## src/rtl/fpnew_pkg.sv

```systemverilog
// Shared FPU types: IEEE status flags plus sizing helpers for the writeback result buffer.
package fpnew_pkg;

    typedef struct packed {
        logic NV;
        logic DZ;
        logic OF;
        logic UF;
        logic NX;
    } status_t;

    localparam int unsigned WB_DEFAULT_DEPTH = 4;

    // Occupancy needs one extra bit so that "full" (count == depth) is representable.
    function automatic int unsigned wb_cnt_bits(input int unsigned depth);
        return $clog2(depth) + 1;
    endfunction

endpackage

```

## src/rtl/fpnew_wb_buffer.sv

```systemverilog
// In-order writeback result buffer behind an FPU opgroup, accumulating sticky fflags of retired results.
// Optional FPNEW_WB_BYPASS_EN: zero-latency pass-through while empty and writeback is ready.
module fpnew_wb_buffer
    import fpnew_pkg::*;
#(
    parameter int unsigned Width   = 32,
    parameter int unsigned Depth   = WB_DEFAULT_DEPTH,
    parameter type         TagType = logic
) (
    input  logic                          clk_i,
    input  logic                          rst_i,
    input  logic                          in_valid_i,
    output logic                          in_ready_o,
    input  logic [Width-1:0]              result_i,
    input  status_t                       status_i,
    input  logic                          extension_bit_i,
    input  TagType                        tag_i,
    input  logic                          flush_i,
    output logic                          out_valid_o,
    input  logic                          out_ready_i,
    output logic [Width-1:0]              result_o,
    output status_t                       status_o,
    output logic                          extension_bit_o,
    output TagType                        tag_o,
    output status_t                       fflags_o,
    input  logic                          fflags_clr_i,
    output logic [wb_cnt_bits(Depth)-1:0] count_o,
    output logic                          busy_o
);

    localparam int unsigned PtrW = $clog2(Depth);
    localparam int unsigned CntW = wb_cnt_bits(Depth);

    typedef struct packed {
        logic [Width-1:0] result;
        status_t          status;
        logic             ext_bit;
        TagType           tag;
    } entry_t;

    entry_t          mem [Depth];
    logic [PtrW-1:0] wr_ptr;
    logic [PtrW-1:0] rd_ptr;
    logic [CntW-1:0] count;
    logic [4:0]      fflags;

    entry_t in_entry;
    entry_t empty_head;
    entry_t head;
    logic   empty;
    logic   full;
    logic   bypass;
    logic   do_push;
    logic   do_pop;
    logic   retire;

    assign in_entry = '{result: result_i, status: status_i, ext_bit: extension_bit_i, tag: tag_i};

    // Full/empty come from the occupancy counter; pointers alone cannot tell them apart.
    assign empty      = (count == '0);
    assign full       = (count == CntW'(Depth));
    assign in_ready_o = !full;

`ifdef FPNEW_WB_BYPASS_EN
    assign bypass      = empty && in_valid_i && out_ready_i && !flush_i;
    assign out_valid_o = empty ? (in_valid_i && !flush_i) : 1'b1;
    assign empty_head  = in_entry;
`else
    assign bypass      = 1'b0;
    assign out_valid_o = !empty;
    assign empty_head  = '0;
`endif

    // NOTE: every always_comb output gets a default before any condition so no latch is inferred.
    always_comb begin
        head = empty_head;
        if (!empty) head = mem[rd_ptr];
    end

    assign do_push = in_valid_i && in_ready_o && !bypass && !flush_i;
    assign do_pop  = out_valid_o && out_ready_i && !empty;
    assign retire  = out_valid_o && out_ready_i;

    // NOTE: sequential state uses non-blocking assignments so every register samples pre-edge values.
    always_ff @(posedge clk_i) begin
        if (rst_i) begin
            wr_ptr <= '0;
            rd_ptr <= '0;
            count  <= '0;
            fflags <= '0;
        end else if (flush_i) begin
            wr_ptr <= '0;
            rd_ptr <= '0;
            count  <= '0;
            if (fflags_clr_i) fflags <= '0;
        end else begin
            if (do_push) wr_ptr <= wr_ptr + PtrW'(1);
            if (do_pop)  rd_ptr <= rd_ptr + PtrW'(1);
            case ({do_push, do_pop})
                2'b10:   count <= count + CntW'(1);
                2'b01:   count <= count - CntW'(1);
                default: count <= count;
            endcase
            // A clear in the same cycle as a retirement drops old flags but keeps the new ones.
            if (retire) begin
                fflags <= (fflags_clr_i ? 5'b0 : fflags) | head.status;
            end else if (fflags_clr_i) begin
                fflags <= '0;
            end
        end
    end

    // NOTE: storage has no reset; validity is defined by the counter and empty reads are masked.
    always_ff @(posedge clk_i) begin
        if (do_push) mem[wr_ptr] <= in_entry;
    end

    assign result_o        = head.result;
    assign status_o        = head.status;
    assign extension_bit_o = head.ext_bit;
    assign tag_o           = head.tag;
    assign fflags_o        = status_t'(fflags);
    assign count_o         = count;
    assign busy_o          = !empty;

endmodule
```

## config.mk

```make
export PLATFORM = sky130hd
export DESIGN_NAME = fpnew_wb_buffer
export DESIGN_NICKNAME = d
export VERILOG_FILES = /design/src/rtl/fpnew_pkg.sv /design/src/rtl/fpnew_wb_buffer.sv
export SDC_FILE = /design/constraint.sdc
export NUM_CORES = 1
export LEC_CHECK = 0
export CAP_MARGIN = 20
export CORE_AREA = 2 2 81 161
export DETAILED_ROUTE_END_ITERATION = 10
export DIE_AREA = 0 0 83 163
export MAX_ROUTING_LAYER = met4
export PLACE_DENSITY_LB_ADDON = 0.1
export SLEW_MARGIN = 40
export SYNTH_ARGS = -nofsm -noshare
export SYNTH_HDL_FRONTEND = slang
export SYNTH_SLANG_ARGS = --single-unit
```

## constraint.sdc

```tcl
create_clock -name clk_i -period 2.9 [get_ports clk_i]
set_clock_uncertainty 0.15 [all_clocks]
set_input_delay 0.725 -clock clk_i [delete_from_list [all_inputs] [get_ports clk_i]]
set_output_delay 0.725 -clock clk_i [all_outputs]
set_load 0.03 [all_outputs]
```

==> results.toml <==
[outcome]
outcome = "completed"

[floorplanning]
die_w_um = 83
row_count = 58
die-area_um2 = 13530
die_h_um = 163
io_pins = 95
initial_utilization_pct = 52.49
core_area_um2 = 12410

[synthesis]
syn_inst = 315
synth_nets = 366
synth-seq-area-share_pct = 76.22
yosys_warnings = 0
yosysUniqueCellTypes = 24
synth-seq-cells = 170
syn_area_um2 = 6514
postSynthAreaPerCell_um2 = 20.68

[critical_path]
ff2ff_setup_slack_ns = 0.46
crit_path_end_kind = "output pin"
r2r-start = "count_o[2]$_SDFFE_PP0P_"
worst_ep_arrival_time_ns = 1.98
worstPathRequired_ns = 2.03
timing.critical_path.from_type = "flop"
worstSetupPathType = "flop to output pin"
cp_max_fo = 15

[global_routing]
track_usage_pct = 19.68
antenna_found_initial = 0
grt_start_max_net_pins = 40
grt_pass1_wl_mm = 19.13
first_global_vias = 3577
grt-ovfl-total = 0
grt_busiest_layer = "met2"
use_met1_pct = 23.54
use_met2_pct = 33.32
grt_use_met3_pct = 4.714

[layout]
fin_area_um2 = 8299
diodes = 0
post-route-util_pct = 66.88
finish.net_count = 484
drive_gt1_share_pct = 30.49
syn_to_final_growth_pct = 27.41

[drt]
wire_per_inst_um = 20.21
drtIter0Drc = 168
first_pass_iters = 4
totalWireLength_mm = 12.05
ant_nets = 0
drc_errors = 0
via_per_inst = 5.552
vias = 3309

[sta]
fmax_mhz = 350.1
period_share_pct = 98.49
rsz0062_at_grt = "true"
slew_headroom_pct = 61.29
setup_slack_ns = 0.04378
setup_viol = 0
hold_violations = 0
tightest_slew_ns = 0.5785
drv_slew = 0
finalCriticalPeriod_ns = 2.856

[power_and_ir_drop]
peakVddDrop_mv = 0.5565
powerDensity_nw_per_um2 = 622.3
leakagePower_uw = 0.002750

[placement]
place_congestion = 0.7316
port_buffers = 94
pre_cts_ws_ns = -0.008076
hpwl_mm = 7.259
dpl-instance-area_um2 = 7794

[cts]
htree_levels = 4
clock-sinks = 170
cts_made_buffers = 17
root_buffer = "clkbuf_16"
clk_pin_slew_ns = 0.06
cts_tree = "done"
clk_latency_ns = 0.41
ctsLongestPathBuffers = 2

[run]
drv_cap = 0

[worst_hold_path]
hold_start = "fflags_o[0]$_SDFF_PP0_"
hp-class = "flop to flop"
[repair_timing]
item,CTS,global route
hold buffers,0,0
hold endpoints to repair,0,0
buffers inserted,0,4
resized for setup,70,48
endpoints found under the setup margin,39,34
[metrics by stage]
step	setup TNS, ns	std cells	hold WS (ns)	total power, uW
finish	0	596	0.3439	5165
global route	-0.04348	596	0.3704	5322
CTS	-0.007296	592	0.3423	5216
detailed placement	-0.008076	560	0.3190	3093
global placement	0	560	0.3167	3082
floorplan	0	315	0.3337	2924
[placed cells by master (no fill, tap or decap), drive strengths merged, types with 5 or more instances in the layout]
cell type,instances
a22o,5
inv,16
clkdlybuf4s50,53
dfxtp,14
edfxtp,156
clkinv,7
nor2,8
ha,5
clkdlybuf4s15,11
clkbuf,41
nor2b,39
buf,24
mux4,39
[critical path, stage by stage (launching register included)]
cell,delay [ns]
dfxtp_4,0.40
buf_12,0.18
mux4_2,0.55
nor2b_1,0.16
clkdlybuf4s15_2,0.28
[kinds of logic after synthesis]
| family | Yosys count | share of synthesized area (%) |
|---|---|---|
| mux | 39 | 13.48 |
| simple gates | 58 | 5.206 |
| buf+inv | 24 | 1.825 |
| compound gates | 14 | 1.460 |
| xor+xnor | 4 | 0.5378 |
| fa+ha+maj | 6 | 1.268 |
| flops | 170 | 76.22 |
[layer usage]
metal	routed length [um]	part of all wire (%)	vias up
met5	0	0	-
met4	162	1.3	0
met3	469	3.9	14
met2	6504	54	95
met1	4910	41	1717
li1	-	-	1483
[cells in the mapped netlist]
cell / count / area [um^2]
and2_1: 4 / 25.02
clkbuf_1: 7 / 26.28
buf_6: 2 / 22.52
nand3_1: 2 / 10.01
dfxtp_1: 14 / 280.3
o311ai_0: 1 / 8.760
nor2b_1: 39 / 244.0
ha_1: 5 / 62.56
edfxtp_1: 156 / 4684
fa_1: 1 / 20.02
o31ai_1: 1 / 7.510
a21oi_1: 4 / 20.02
inv_1: 10 / 37.54
nor2_1: 8 / 30.03
o21ai_0: 3 / 15.01
a22o_1: 5 / 43.79
nor3_1: 2 / 10.01
nor3b_1: 1 / 7.510
xor2_1: 4 / 35.03
or2_2: 1 / 6.260
buf_2: 2 / 10.01
buf_4: 3 / 22.52
or3_1: 1 / 6.260
mux4_2: 39 / 878.3
[registers in the layout, summed over array words and instances (netlist names), named ones only]
register,flops
count_o,3
rd_ptr,2
fflags_o,5
wr_ptr,2
mem,156
[layout make-up]
type / instances / area, um^2
fill: 848 / 4110
clock buffer: 18 / 429.2
tap: 150 / 187.7
timing repair buffer: 113 / 1079
sequential: 170 / 4970
inverter: 10 / 37.54
clock inverter: 14 / 138.9
multi-input combinational: 121 / 1458
[where the power goes]
| part | total, uW | switching, uW | internal (uW) |
|---|---|---|---|
| Combinational | 300 | 160 | 140 |
| Sequential | 2730 | 12.5 | 2710 |
| Clock | 2140 | 932 | 1210 |
[final timing paths]
path,endpoint,cells after the start
setup / recovery,status_o[1],4
hold / removal,fflags_o[0]$_SDFF_PP0_,1
setup reg to reg,count_o[2]$_SDFFE_PP0P_,9
hold reg to reg,fflags_o[0]$_SDFF_PP0_,1
(Power assumes the default switching activity.)
